## src/rtl/booth_arbiter.sv

```systemverilog
// rtl/booth_arbiter.sv - round-robin arbiter in front of a shared signed 4x4 radix-2 Booth multiplier
module booth_arbiter (
    input  logic       clk,
    input  logic       reset,
    input  logic       req0,
    input  logic [3:0] a0,
    input  logic [3:0] b0,
    input  logic       req1,
    input  logic [3:0] a1,
    input  logic [3:0] b1,
    output logic       gnt0,
    output logic       gnt1,
    output logic       busy,
    output logic       done,
    output logic       done_id,
    output logic [7:0] result
);

    typedef enum logic [1:0] {
        S_IDLE = 2'd0,
        S_CALC = 2'd1,
        S_DONE = 2'd2
    } state_t;

    state_t     state;
    state_t     state_next;

    // Round-robin pointer: the requester granted most recently loses the next tie.
    logic       last_id;

    // Booth datapath; A and M carry one extra sign bit so that M = -8 negates cleanly.
    logic [4:0] m_reg;
    logic [4:0] acc;
    logic [3:0] q_reg;
    logic       q_m1;
    logic [1:0] step;
    logic       owner_id;

    logic       gnt0_q;
    logic       gnt1_q;
    logic [7:0] result_q;
    logic       done_id_q;

    logic       any_req;
    logic       win_id;
    logic [3:0] win_a;
    logic [3:0] win_b;

    logic [4:0] sum;
    logic [4:0] acc_sh;
    logic [3:0] q_sh;
    logic       q_m1_sh;

    // Pick the winner: a lone requester wins outright, a tie goes to the one not served last.
    always_comb begin
        any_req = req0 | req1;
        win_id  = 1'b0;
        if (req0 && req1) begin
            win_id = ~last_id;
        end else if (req1) begin
            win_id = 1'b1;
        end
        win_a = win_id ? a1 : a0;
        win_b = win_id ? b1 : b0;
    end

    // One Booth iteration: conditional add/subtract of M, then arithmetic shift of {A,Q,Q_1}.
    always_comb begin
        sum = acc;
        case ({q_reg[0], q_m1})
            2'b01:   sum = acc + m_reg;
            2'b10:   sum = acc - m_reg;
            default: sum = acc;
        endcase
        acc_sh  = {sum[4], sum[4:1]};
        q_sh    = {sum[0], q_reg[3:1]};
        q_m1_sh = q_reg[0];
    end

    // State register.
    always_ff @(posedge clk) begin
        if (reset) begin
            state <= S_IDLE;
        end else begin
            state <= state_next;
        end
    end

    // Next-state logic: accept only from IDLE, four CALC cycles, one DONE cycle.
    always_comb begin
        state_next = state;
        case (state)
            S_IDLE:  if (any_req) state_next = S_CALC;
            S_CALC:  if (step == 2'd3) state_next = S_DONE;
            S_DONE:  state_next = S_IDLE;
            default: state_next = S_IDLE;
        endcase
    end

    // Operand capture, grant pulses, Booth iterations and result registration.
    always_ff @(posedge clk) begin
        if (reset) begin
            last_id   <= 1'b1;
            gnt0_q    <= 1'b0;
            gnt1_q    <= 1'b0;
            m_reg     <= 5'd0;
            acc       <= 5'd0;
            q_reg     <= 4'd0;
            q_m1      <= 1'b0;
            step      <= 2'd0;
            owner_id  <= 1'b0;
            result_q  <= 8'h00;
            done_id_q <= 1'b0;
        end else begin
            gnt0_q <= 1'b0;
            gnt1_q <= 1'b0;
            case (state)
                S_IDLE: begin
                    if (any_req) begin
                        m_reg    <= {win_a[3], win_a};
                        acc      <= 5'd0;
                        q_reg    <= win_b;
                        q_m1     <= 1'b0;
                        step     <= 2'd0;
                        owner_id <= win_id;
                        last_id  <= win_id;
                        gnt0_q   <= ~win_id;
                        gnt1_q   <= win_id;
                    end
                end
                S_CALC: begin
                    acc   <= acc_sh;
                    q_reg <= q_sh;
                    q_m1  <= q_m1_sh;
                    step  <= step + 2'd1;
                    if (step == 2'd3) begin
                        result_q  <= {acc_sh[3:0], q_sh};
                        done_id_q <= owner_id;
                    end
                end
                default: begin
                end
            endcase
        end
    end

    // Outputs derived from state and registered datapath values.
    always_comb begin
        gnt0    = gnt0_q;
        gnt1    = gnt1_q;
        busy    = (state != S_IDLE);
        done    = (state == S_DONE);
        done_id = done_id_q;
        result  = result_q;
    end

endmodule
```

## config.mk

```make
export PLATFORM = sky130hd
export DESIGN_NAME = booth_arbiter
export DESIGN_NICKNAME = d
export VERILOG_FILES = /design/src/rtl/booth_arbiter.sv
export SDC_FILE = /design/constraint.sdc
export NUM_CORES = 1
export LEC_CHECK = 0
export ABC_AREA = 1
export CORE_MARGIN = 2
export CORE_UTILIZATION = 45
export CTS_BUF_LIST = sky130_fd_sc_hd__clkbuf_16
export DETAILED_ROUTE_END_ITERATION = 16
export MAX_ROUTING_LAYER = met4
export PLACE_DENSITY_LB_ADDON = 0.12
export SLEW_MARGIN = 10
export SYNTH_ARGS = -nofsm -noshare
export SYNTH_HDL_FRONTEND = slang
export SYNTH_SLANG_ARGS = --single-unit
```

## constraint.sdc

```tcl
create_clock -name clk -period 2.2 [get_ports clk]
set_clock_uncertainty 0.2 [all_clocks]
set_input_delay 0.66 -clock clk [delete_from_list [all_inputs] [get_ports clk]]
set_output_delay 0.66 -clock clk [all_outputs]
set_load 0.005 [all_outputs]
```

==> parameters.txt <==
Parameter                              Value

Global route
  First-pass GRT wire length    6472 um
  Global Route Usage Sum    a little over a fifth
  Via count of the first global-routing pass    between 1000 and 1500
  Sum of overflow across all layers after global routing    0
  Largest net degree at the start of global routing    16
  Initial antenna violation count    0

Synth
  Mapped Area    ~1600 um^2
  Post-synthesis instance total    between 200 and 250
  Mapped Avg Cell Area    7.525 um^2
  Post-synth cell types    31
  Share of flip-flops with an asynchronous set or reset    0%
  Count of flip-flops with a built-in enable after synthesis    0
  Flip-flop and latch count after synthesis    30
  Syn Nets    around 240
  Dominant synthesized flop cell    sky130_fd_sc_hd__dfxtp_1
  Synthesis warning total    0
  Fraction of the yosys area taken by sequential cells    38.19%

Timing
  RSZ-0062 raised after global routing    yes
  Number of max-slew violations in the final report    0
  Final hold violations    0
  Worst path setup slack after routing    roughly 14 ps
  Post-layout minimum cycle time    roughly 2200 ps
  Final count of negative-setup-slack endpoints    0
  Tcrit/Tclk final    just under 100%
  Final-layout worst hold slack    between 200 and 300 ps
  Worst slew slack as a fraction of its limit    82.28%
  Slew of the pin with the lowest slew margin    ~270 ps
  Top achievable clock speed    457.4 MHz

Run
  MaxCap Viol Count    0

Final layout
  Area used by sequential logic in the layout    606.8 um^2
  Fraction of layout instances using a drive strength above 1    ~24%
  Number of antenna repair diodes    0
  Net count, final    around 290
  Layout Cell Area excl Fill    around 2300 um^2
  Number of flip-flops in the largest register    8
  Filler Cells Inserted    291
  Area of combinational cells with multiple inputs    between 800 and 900 um^2
  Layout-stage area growth over the synthesis result    45.43%
  Util after Layout    roughly 69%

Placement
  Worst slack, placed    -56.14 ps
  Placer's final routability congestion estimate    0.8063
  HPWL after detailed placement    about 2700 um
  PortBufs    32
  Total cell area at the placement stage    approximately 2000 um^2

Floorplan
  Total I/O pin count    33
  Number of placement rows    21
  Starting Density    47.13%
  Floorplan Core Area    between 3000 and 4000 um^2
  DIE AREA    between 3000 and 4000 um^2
  Die X    63.12 um
  Die height    approximately 63 um

Clock tree
  H-tree lvl count    2
  Number of buffers added by the clock tree synthesis step    5
  TritonCTS sink count    30
  Buffer type at the clock tree root    sky130_fd_sc_hd__clkbuf_16
  Clock-pin transition on the worst setup and hold timing paths    ~50 ps
  Post-CTS Hold Fix Bufs    0
  Maximum buffer depth of the clock tree    2
  CTS tree    done
  Latest clock arrival within the worst-skew pair    280 ps

Power and ir drop
  Peak supply drop    0.5147 mV
  Power density of the placed cells    between 700 and 800 nW/um^2
  Standby leakage power    0.9952 nW

Route
  DRC Markers    0
  Mean routed wirelength per cell    between 10 and 15 um
  Via-per-instance ratio    ~5.0
  Number of detailed-route iterations in the first pass    4
  Starting DRC count in detailed routing    between 70 and 80
  Drt total wl    about 3800 um
  Via total after detailed routing    between 1500 and 2000
  Antenna-violating nets left    0

Worst hold path
  HP Class    reg2reg

Setup path
  Arrival time reported for the critical path endpoint    about 2200 ps
  Setup crit end kind    flop
  Critical setup path kind    reg2reg
  Critical path launch point type    flop
  Crit-path max FO    4
  CP Data Required Time    about 2200 ps

Outcome
  Status    complete, no violations
report_power, final:
part / internal [mW] / switching (mW) / total [mW]
Clock: 0.528 / 0.234 / 0.763
Sequential: 0.577 / 0.0259 / 0.603
Combinational: 0.215 / 0.224 / 0.439
timing repair:
| action | in CTS | in global routing |
|---|---|---|
| pin swaps | 14 | 12 |
| endpoints found under the hold margin | 0 | 0 |
| gates resized for setup | 15 | 9 |
| endpoints found under the setup margin | 5 | 9 |
| buffers inserted | 2 | 1 |
| gates cloned | 0 | 0 |
layer usage:
layer  vias to the layer above  share of wire [%]  GRT usage (%)
met1                       704                 45          25.25
li1                        789                  -              -
met5                         -                  0              -
met2                        26                 50          35.24
met4                         0                1.3          6.667
met3                         6                3.7          4.821
layout by cell type, fill, tap and decap left out, drive strengths merged, types with 2 or more instances in the layout:
| cell | n |
|---|---|
| nor2 | 14 |
| o21ai | 17 |
| nand3b | 2 |
| clkbuf | 5 |
| clkinv | 2 |
| o21bai | 5 |
| nor3 | 2 |
| nand3 | 14 |
| a21oi | 13 |
| clkdlybuf4s50 | 32 |
| buf | 19 |
| a31oi | 9 |
| nand2 | 57 |
| or2 | 2 |
| inv | 25 |
| ha | 7 |
| dfxtp | 30 |
worst paths after layout:
check | cells after the start | endpoint | slack [ps] | start
setup / recovery | 14 | result[7] | 10 | q_m1
hold / removal | 2 | result[1] | 270 | result[1]
setup reg to reg | 14 | result[7] | 10 | q_m1
hold reg to reg | 2 | result[1] | 270 | result[1]
cells by family (layout without fill, tap and decap cells):
family	after synthesis	in the layout	share of synthesized area, %
AO/OA/AOI/OAI	45	45	16.95
XOR/XNOR	1	1	0.5570
adder cells (fa/ha/maj)	8	8	6.841
buffers and inverters	32	84	9.068
flip-flops	30	30	38.19
AND/OR/NAND/NOR	93	93	28.40
area by class of cell:
type,instances,area share [%]
Sequential cell,30,26.53
Timing Repair Buffer,51,20.40
Multi-Input combinational cell,147,39.11
Clock buffer,5,5.470
Tap cell,46,2.516
Inverter,25,4.212
Clock inverter,3,1.751
worst max-delay path: stages (launching register included):
cell                       delay, ps
sky130_fd_sc_hd__dfxtp_2         330
sky130_fd_sc_hd__inv_2            40
sky130_fd_sc_hd__ha_4            170
sky130_fd_sc_hd__a31oi_4         150
sky130_fd_sc_hd__xor2_1          170
sky130_fd_sc_hd__inv_1            90
sky130_fd_sc_hd__ha_4            250
sky130_fd_sc_hd__nand2_1          80
sky130_fd_sc_hd__nand2_1          50
sky130_fd_sc_hd__nor2_1          100
sky130_fd_sc_hd__nand2_1          80
sky130_fd_sc_hd__nand4_1         100
sky130_fd_sc_hd__nand2_2          70
sky130_fd_sc_hd__o21bai_1        140
sky130_fd_sc_hd__inv_1            60
cell usage after synthesis, types with 3 or more instances:
cell type                  instances  area (um^2)
sky130_fd_sc_hd__inv_1            18        67.56
sky130_fd_sc_hd__nor2_1            8        30.03
sky130_fd_sc_hd__a21oi_1          11        55.05
sky130_fd_sc_hd__nand2_1          56        210.2
sky130_fd_sc_hd__o21ai_0          13        65.06
sky130_fd_sc_hd__nand3_1          14        70.07
sky130_fd_sc_hd__o21bai_1          5        37.54
sky130_fd_sc_hd__a31oi_1           9        56.30
sky130_fd_sc_hd__dfxtp_1          30        600.6
sky130_fd_sc_hd__nor2_4            3        33.78
sky130_fd_sc_hd__ha_1              7        87.58
sky130_fd_sc_hd__buf_2             3        15.01
sky130_fd_sc_hd__inv_2             6        22.52
metrics by stage:
| stage | setup TNS [ps] | std cells | power, mW |
|---|---|---|---|
| 4_1_cts | -10.68 | 306 | 1.799 |
| 6_report | 0 | 307 | 1.805 |
| 3_3_place_gp | -85.41 | 297 | 0.9977 |
| 2_1_floorplan | 0 | 209 | 0.8518 |
| 3_5_place_dp | -116.9 | 297 | 1.003 |
| 5_1_grt | -431.8 | 307 | 1.900 |
Note: power is estimated with default switching activity, not from simulation.
